`src/rtl/i2c_master_engine.sv`:
```
// rtl/i2c_master_engine.sv - byte-level I2C master with START/byte/STOP sequencer and legacy bit-bang pads
module i2c_master_engine #(
  parameter int DIV_W     = 10,
  parameter int DIV_RESET = 124
) (
  input  logic        Clk,
  input  logic        Reset,
  input  logic [2:0]  Addr,
  output logic [15:0] DataRd,
  input  logic [15:0] DataWr,
  input  logic        En,
  input  logic        Rd,
  input  logic        Wr,
  output logic        SdaOut,
  input  logic        SdaIn,
  output logic        Scl,
  output logic        Irq
);

  typedef enum logic [1:0] {S_IDLE, S_START, S_BIT, S_STOP} state_t;

  state_t           state_q;
  logic [1:0]       qtr_q;
  logic [3:0]       bit_q;
  logic [DIV_W-1:0] cnt_q, div_q;
  logic             busy_q, done_q, held_q, rx_nack_q, irq_en_q;
  logic             sda_dir_q, scl_reg_q, sda_out_reg_q;
  logic [7:0]       tx_q, rx_q;
  logic             stop_q, wr_q, rd_q, ack_q;
  logic             pull_q, scl_q;

  state_t     st_d, ent_st_d;
  logic [1:0] qtr_d;
  logic [3:0] bit_d;
  logic       fin_d;
  logic       wr_en, cmd_wr, eng_pads;
  logic       unused_ok;

  // SDA pull-down for a data/ACK bit; a 1 bit on a write releases the line.
  function automatic logic bit_pull(input logic is_wr, input logic [3:0] b,
                                    input logic [7:0] tx, input logic ack);
    logic [7:0] t;
    t = tx << b;
    if (b == 4'd8) bit_pull = is_wr ? 1'b0 : ~ack;
    else           bit_pull = is_wr ? ~t[7] : 1'b0;
  endfunction

  // Returns {sda_pull, scl_level} for a given phase quarter.
  function automatic logic [1:0] pads(input state_t st, input logic [1:0] q, input logic pull);
    case (st)
      S_START: pads = (q == 2'd0) ? 2'b01 : (q == 2'd3) ? 2'b10 : 2'b11;
      S_BIT:   pads = {pull, (q == 2'd1) || (q == 2'd2)};
      S_STOP:  pads = (q == 2'd0) ? 2'b10 : (q == 2'd1) ? 2'b11 : 2'b01;
      default: pads = 2'b01;
    endcase
  endfunction

  assign wr_en     = En & Wr;
  assign cmd_wr    = wr_en && (Addr == 3'd2) && !busy_q;
  assign unused_ok = ^{Rd, DataWr[15:13]};

  always_comb begin
    if (DataWr[8])                  ent_st_d = S_START;
    else if (DataWr[10] | DataWr[11]) ent_st_d = S_BIT;
    else if (DataWr[9])             ent_st_d = S_STOP;
    else                            ent_st_d = S_IDLE;
  end

  always_comb begin
    st_d  = state_q;
    qtr_d = qtr_q + 2'd1;
    bit_d = bit_q;
    fin_d = 1'b0;
    if (qtr_q == 2'd3) begin
      case (state_q)
        S_START: begin
          if (wr_q | rd_q) begin
            st_d  = S_BIT;
            bit_d = 4'd0;
          end else if (stop_q) st_d = S_STOP;
          else                 fin_d = 1'b1;
        end
        S_BIT: begin
          if (bit_q != 4'd8)   bit_d = bit_q + 4'd1;
          else if (stop_q)     st_d = S_STOP;
          else                 fin_d = 1'b1;
        end
        default: fin_d = 1'b1;
      endcase
    end
  end

  always_ff @(posedge Clk or negedge Reset) begin
    if (!Reset) begin
      state_q       <= S_IDLE;
      qtr_q         <= 2'd0;
      bit_q         <= 4'd0;
      cnt_q         <= '0;
      div_q         <= DIV_W'(DIV_RESET);
      busy_q        <= 1'b0;
      done_q        <= 1'b0;
      held_q        <= 1'b0;
      rx_nack_q     <= 1'b0;
      irq_en_q      <= 1'b0;
      sda_dir_q     <= 1'b0;
      scl_reg_q     <= 1'b0;
      sda_out_reg_q <= 1'b0;
      tx_q          <= 8'd0;
      rx_q          <= 8'd0;
      stop_q        <= 1'b0;
      wr_q          <= 1'b0;
      rd_q          <= 1'b0;
      ack_q         <= 1'b0;
      pull_q        <= 1'b0;
      scl_q         <= 1'b1;
    end else begin
      if (wr_en && Addr == 3'd0) begin
        irq_en_q <= DataWr[7];
        if (!busy_q && !held_q) {sda_dir_q, scl_reg_q, sda_out_reg_q} <= DataWr[2:0];
        if (DataWr[5]) done_q <= 1'b0;
      end
      if (wr_en && Addr == 3'd1 && !busy_q) div_q <= DataWr[DIV_W-1:0];

      if (cmd_wr) begin
        busy_q  <= 1'b1;
        done_q  <= 1'b0;
        tx_q    <= DataWr[7:0];
        stop_q  <= DataWr[9];
        wr_q    <= DataWr[10];
        rd_q    <= DataWr[11];
        ack_q   <= DataWr[12];
        state_q <= ent_st_d;
        qtr_q   <= 2'd0;
        bit_q   <= 4'd0;
        cnt_q   <= div_q;
        if (ent_st_d != S_IDLE)
          {pull_q, scl_q} <= pads(ent_st_d, 2'd0, bit_pull(DataWr[10], 4'd0, DataWr[7:0], DataWr[12]));
        if (ent_st_d == S_START) held_q <= 1'b1;
      end else if (busy_q) begin
        if (state_q == S_IDLE) begin
          busy_q <= 1'b0;
          done_q <= 1'b1;
        end else if (cnt_q != '0) begin
          cnt_q <= cnt_q - 1'b1;
        end else begin
          // Last clock of SCL-high quarter 1 is the sample point.
          if (state_q == S_BIT && qtr_q == 2'd1) begin
            if (bit_q == 4'd8) begin
              if (wr_q) rx_nack_q <= SdaIn;
            end else if (!wr_q) begin
              rx_q <= {rx_q[6:0], SdaIn};
            end
          end
          if (fin_d) begin
            busy_q  <= 1'b0;
            done_q  <= 1'b1;
            state_q <= S_IDLE;
            if (state_q == S_STOP) held_q <= 1'b0;
          end else begin
            state_q <= st_d;
            qtr_q   <= qtr_d;
            bit_q   <= bit_d;
            cnt_q   <= div_q;
            {pull_q, scl_q} <= pads(st_d, qtr_d, bit_pull(wr_q, bit_d, tx_q, ack_q));
          end
        end
      end
    end
  end

  // An empty command keeps the legacy pads, so only real phases or a held bus select the engine.
  assign eng_pads = held_q | (busy_q & (state_q != S_IDLE));
  assign SdaOut   = eng_pads ? pull_q : (sda_dir_q & ~sda_out_reg_q);
  assign Scl      = eng_pads ? scl_q : ~scl_reg_q;
  assign Irq      = done_q & irq_en_q;

  always_comb begin
    case (Addr)
      3'd0:    DataRd = {8'd0, irq_en_q, held_q, done_q, rx_nack_q, busy_q, sda_dir_q, scl_reg_q, SdaIn};
      3'd1:    DataRd = 16'(div_q);
      3'd2:    DataRd = {8'd0, rx_q};
      default: DataRd = 16'd0;
    endcase
  end

endmodule

```
`config.mk`:
```
export PLATFORM = sky130hd
export DESIGN_NAME = i2c_master_engine
export DESIGN_NICKNAME = d
export VERILOG_FILES = /design/src/rtl/i2c_master_engine.sv
export SDC_FILE = /design/constraint.sdc
export NUM_CORES = 1
export LEC_CHECK = 0
export CAP_MARGIN = 30
export CORE_MARGIN = 1.5
export CORE_UTILIZATION = 25
export DETAILED_ROUTE_END_ITERATION = 10
export MAX_ROUTING_LAYER = met4
export PLACE_DENSITY = 0.51
export SLEW_MARGIN = 20
export SYNTH_ARGS = -nofsm -noshare
export SYNTH_HDL_FRONTEND = slang
export SYNTH_SLANG_ARGS = --single-unit
export TNS_END_PERCENT = 10
```
`constraint.sdc`:
```
create_clock -name Clk -period 4.3 [get_ports Clk]
set_input_delay 0.645 -clock Clk [delete_from_list [all_inputs] [get_ports Clk]]
set_output_delay 0.645 -clock Clk [all_outputs]
set_load 0.01 [all_outputs]
```
# Word level (Yosys, flattened, before mapping)
# Cells that the tools add are included.
dict set report word_totals {
  regBits 58
  in_bits 25
  out_inout_bits 19
}
dict set report classes {
  n_addsub 3
  eq_ne 25
  shift 1
  n_mux 81
  n_bitwise 17
  n_reduce_logical 27
}
# op n
set ops {}
lappend ops {{$mux 10} 5}
lappend ops {{$mux 1} 42}
lappend ops {{$mux 2} 20}
lappend ops {{$mux 4} 8}
lappend ops {{$pmux 10 s3} 1}
lappend ops {{$eq 2x2->1 const B} 9}
lappend ops {{$reduce_and 7->1} 2}
lappend ops {{$eq 2x1->1 const B} 5}
lappend ops {{$not 1->1} 10}
lappend ops {{$reduce_bool 10->1} 1}
lappend ops {{$reduce_bool 2->1} 5}
lappend ops {{$sub 10x1->10 const B} 1}
lappend ops {{$eq 4x4->1 const B} 2}
lappend ops {{$pmux 2 s2} 2}
lappend ops {{$pmux 4 s2} 1}
lappend ops {{$shl 8x4->8} 1}
lappend ops {{$logic_and 1x1->1} 7}
lappend ops {{$ne 2x1->1 const B} 3}
lappend ops {{$pmux 2 s3} 1}
lappend ops {{$reduce_and 3->1} 2}
lappend ops {{$reduce_and 6->1} 1}
lappend ops {{$reduce_and 5->1} 1}
lappend ops {{$add 4x1->4 const B} 1}
lappend ops {{$and 1x1->1} 4}
lappend ops {{other kinds (14)} 19}

# Depth between registers and ports, before layout
dict set report depth {
  depth_word 14
  ltp_mapped 11
}

# Worst setup path before layout
# No wires, ideal clock.
dict set report synth_path {
  path_kind {reg2reg}
  start {register cnt_q[0]}
  end {register rx_q[0]}
  setup_time_ps 125
  arrival_time_ps 2600
  required_time_ps 4175
  setup_slack_ps 1575
  stages_incl_launch_ff 10
  path_cell_list {dfrtp_1 -> inv_1 -> ha_1 -> or4b_4 -> or4_4 -> buf_6 -> nor3b_4 -> and3_4 -> nand2_4 -> mux2_4}
}
dict set report synth_via {
  elab_chain_len 3
}
# item line
set synth_lines {}
lappend synth_lines {{from (decl)} 25} ;# logic [DIV_W-1:0] cnt_q, div_q;
lappend synth_lines {{from (signal assigned)} 135} ;# cnt_q <= div_q;
lappend synth_lines {{from (signal assigned)} 144} ;# cnt_q <= cnt_q - 1'b1;
lappend synth_lines {{from (signal assigned)} 163} ;# cnt_q <= div_q;
lappend synth_lines {{$reduce_bool 10->1} 143} ;# end else if (cnt_q != '0) begin
lappend synth_lines {{$not 1->1 (no line)} n/a}
lappend synth_lines {{$reduce_and 7->1 (no line)} n/a}
lappend synth_lines {{to (signal assigned)} 151} ;# rx_q <= {rx_q[6:0], SdaIn};
lappend synth_lines {{to (decl)} 28} ;# logic [7:0] tx_q, rx_q;
# Every way passes these cells.
# A chain may end at the register's enable or synchronous reset.

# Worst setup path after layout
dict set report layout_path {
  start {input Addr[0]}
  end {output DataRd[7]}
}
dict set report layout_via {
  elab_chain_len 2
  elab_cells_between_ends 4
}
# item line
set layout_lines {}
lappend layout_lines {{from (decl)} 8} ;# input logic [2:0] Addr,
lappend layout_lines {{$eq 3x2->1 (tied with other cells)} 178} ;# case (Addr)
lappend layout_lines {{$pmux 10 s3 (*)} 178}
lappend layout_lines {{to (decl)} 9} ;# output logic [15:0] DataRd,
# Mark *: on every way between the ends. The rest lies on a longest branch, timed or not.

==> metrics.yaml <==
status: "finished, final reports clean"
synth_adder_area_share: 0.0396
cts_tree: "built"
rsz0062_at_grt: "no"
drtIter0Drc: 171
synth_xor_area_frac: 0.00252
numCtsBuffers: 9
path_cells: "clkdlybuf4s50_1 > nor2b_1 > a21oi_1 > nor2_1 > clkdlybuf4s50_1"
vias: 2866
start_util: 0.259
antenna_found_initial: 0
cts_root_buffer: "clkbuf_16"
drtAntennaViolNets: 0
finClkSkew_ps: 8.62
rows: 42
synth_top_family_by_area: "simple AND/OR/NAND/NOR gates"
insertion_delay_ps: 330
slowest_stage: "clkdlybuf4s50_1"
gp_congestion: 0.820
diodes: 0
power_density_mw_per_mm2: 595
async_reset_ff_frac: 1.00
synth_ff_type: "dfrtp_1"
synthSimpleGateAreaFrac: 0.219
critPathLaunchType: "primary input"
maxCapViolCount: 0
clock-sinks: 58
crit_path_max_incr_delay_ps: 770
routed_wl_um: 9030
ff2ff_setup_slack_ps: 1180
placement.io_buffers: 33
die_area_mm2: 0.0146
final_nets: 446
grt_max_degree: 59
h-tree-depth: 3
grt_pass1_wl_um: 14900
final_common_cell: "nand2_1"
hold_violations: 0
grt_overflow: 0
seqPwrFrac: 0.361
place_area_mm2: 0.00395
routedWlPerCell_um: 15.3
hold_buffers: 0
grt_pass1_vias: 2811
core_area_mm2: 0.0134
cp-end-kind: "output pin"
worst-r2r-cell-count: 9
clkTransAtPathRegs_ps: 50
period_share: 0.794
maxSlewViolCount: 0
cts_setup_buffers: 0
vdd_drop_max_uv: 204
setup_viol: 0
p_leak_nw: 1.87
dp_hpwl_um: 6490
finish.instance_area_mm2: 0.00427
critical_path.most_common_cell: "clkdlybuf4s50_1"
crit_family: "buffers and inverters"
switching_share: 0.355
firstDrtPassIters: 4
cp.required_ps: 3650
finalCriticalPeriod_ps: 3410
detail_route.vias_per_cell: 4.85
worstSetupPathType: "in2out"
finalSetupTns_ps: 0
yosys_warnings: 0
syn_area_mm2: 0.00347
cp_data_arrival_time_ps: 2770
ys_types: 57
fp.dieW_um: 121
area_delta_synth_final_pct: 23.0
rr_endpoint: "pull_q"
die_y_um: 121
seq_area_frac_synth: 0.420
ys_seq_elements: 58
path_buf_inv: 2
rr_startpoint: "cnt_q[0]"
layout_common_cells: "nand2_1 (56), dfrtp_1 (52), nor2_1 (34)"
ios: 44
maxSlewHeadroom: 0.411
power.switching_mw: 0.903
track_usage: 0.136
hp-class: "in2async"
fmax_mhz: 293
cp_max_fo: 15
post_cts_resized: 0
synth-compound-area-share: 0.138
tightest_slew_ps: 881
post-route-drc-count: 0
netlist_instances: 380
drive_above_1_share: 0.149
p_int_mw: 1.64
synth-edff-count: 0
clockPowerShare: 0.303
critPathLaunch: "Addr[0]"
avgSynthCellArea_um2: 9.14
synth.area.mux_share: 0.128
comb_power_share: 0.337
cts_max_path_buffers: 2
cell type report:
class	instances	area [µm²]
Fill cell	1415	9130
Multi-Input combinational cell	288	1860
Sequential cell	58	1460
Timing Repair Buffer	36	348
Clock buffer	11	243
Tap cell	176	220
Clock inverter	5	77.6
Inverter	17	63.8
how the worst max path moves through the flow:
stage                endpoint  cells after the start  slack (ps)
floorplan             rx_q[0]                      9        1570
global placement    DataRd[7]                      5         900
detailed placement  DataRd[7]                      5         860
CTS                 DataRd[7]                      5         850
global route        DataRd[0]                      5         630
finish              DataRd[7]                      5         890
cell families after synthesis:
kind of cell / after synthesis
AOI/OAI and AO/OA: 80
xor gates and xnor gates: 1
adders and majority gates: 11
buffers and inverters: 39
DFF: 58
muxes: 38
other: 1
and+or+nand+nor: 152
registers in the layout (all words and copies together) (netlist names):
name / cells
ack_q: 1
bit_q: 4
busy_q: 1
cnt_q: 10
div_q: 10
done_q: 1
held_q: 1
irq_en_q: 1
pull_q: 1
qtr_q: 2
rd_q: 1
rx_nack_q: 1
rx_q: 8
scl_q: 1
scl_reg_q: 1
sda_dir_q: 1
sda_out_reg_q: 1
state_q: 2
stop_q: 1
tx_q: 8
wr_q: 1
power by group through the flow:
stage | Clock [mW] | Sequential (mW) | Combinational (mW)
floorplan | 0 | 0.852 | 0.641
global placement | 0 | 0.918 | 0.826
detailed placement | 0 | 0.921 | 0.851
CTS | 0.784 | 0.914 | 0.860
global route | 0.816 | 0.949 | 0.963
finish | 0.770 | 0.917 | 0.855
metrics by stage:
stage               utilization  power, mW  setup WS, ps  hold WS, ps  instances
global placement          0.295       1.74           896          458        575
global route              0.319       2.73           625          506        591
finish                    0.319       2.54           887          459        591
detailed placement        0.295       1.77           857          458        575
floorplan                     -       1.49          1570          349        385
CTS                       0.319       2.56           847          471        591
metal layers:
metal | vias to the layer above | global-route usage | routed length, µm
li1 | 1389 | - | -
met4 | 0 | 0.0412 | 106
met3 | 8 | 0.0315 | 446
met5 | - | - | 0
met1 | 1393 | 0.191 | 4570
met2 | 76 | 0.195 | 3910
cell usage after synthesis (4+ instances only):
master	instances	area (µm²)
dfrtp_1	52	1300
mux2i_1	10	100
nor2_1	34	128
nor3_1	8	40.0
o21ai_0	29	145
a21oi_1	22	110
nand2b_1	5	31.3
clkbuf_1	12	45.0
nand3_1	13	65.1
ha_1	11	138
and2_1	5	31.3
buf_4	6	45.0
or3_1	4	25.0
nand4b_1	5	43.8
mux2_4	8	120
inv_1	16	60.1
mux2_2	19	214
dfstp_2	6	158
nand2_1	56	210
Power figures use the tool's default switching activity.
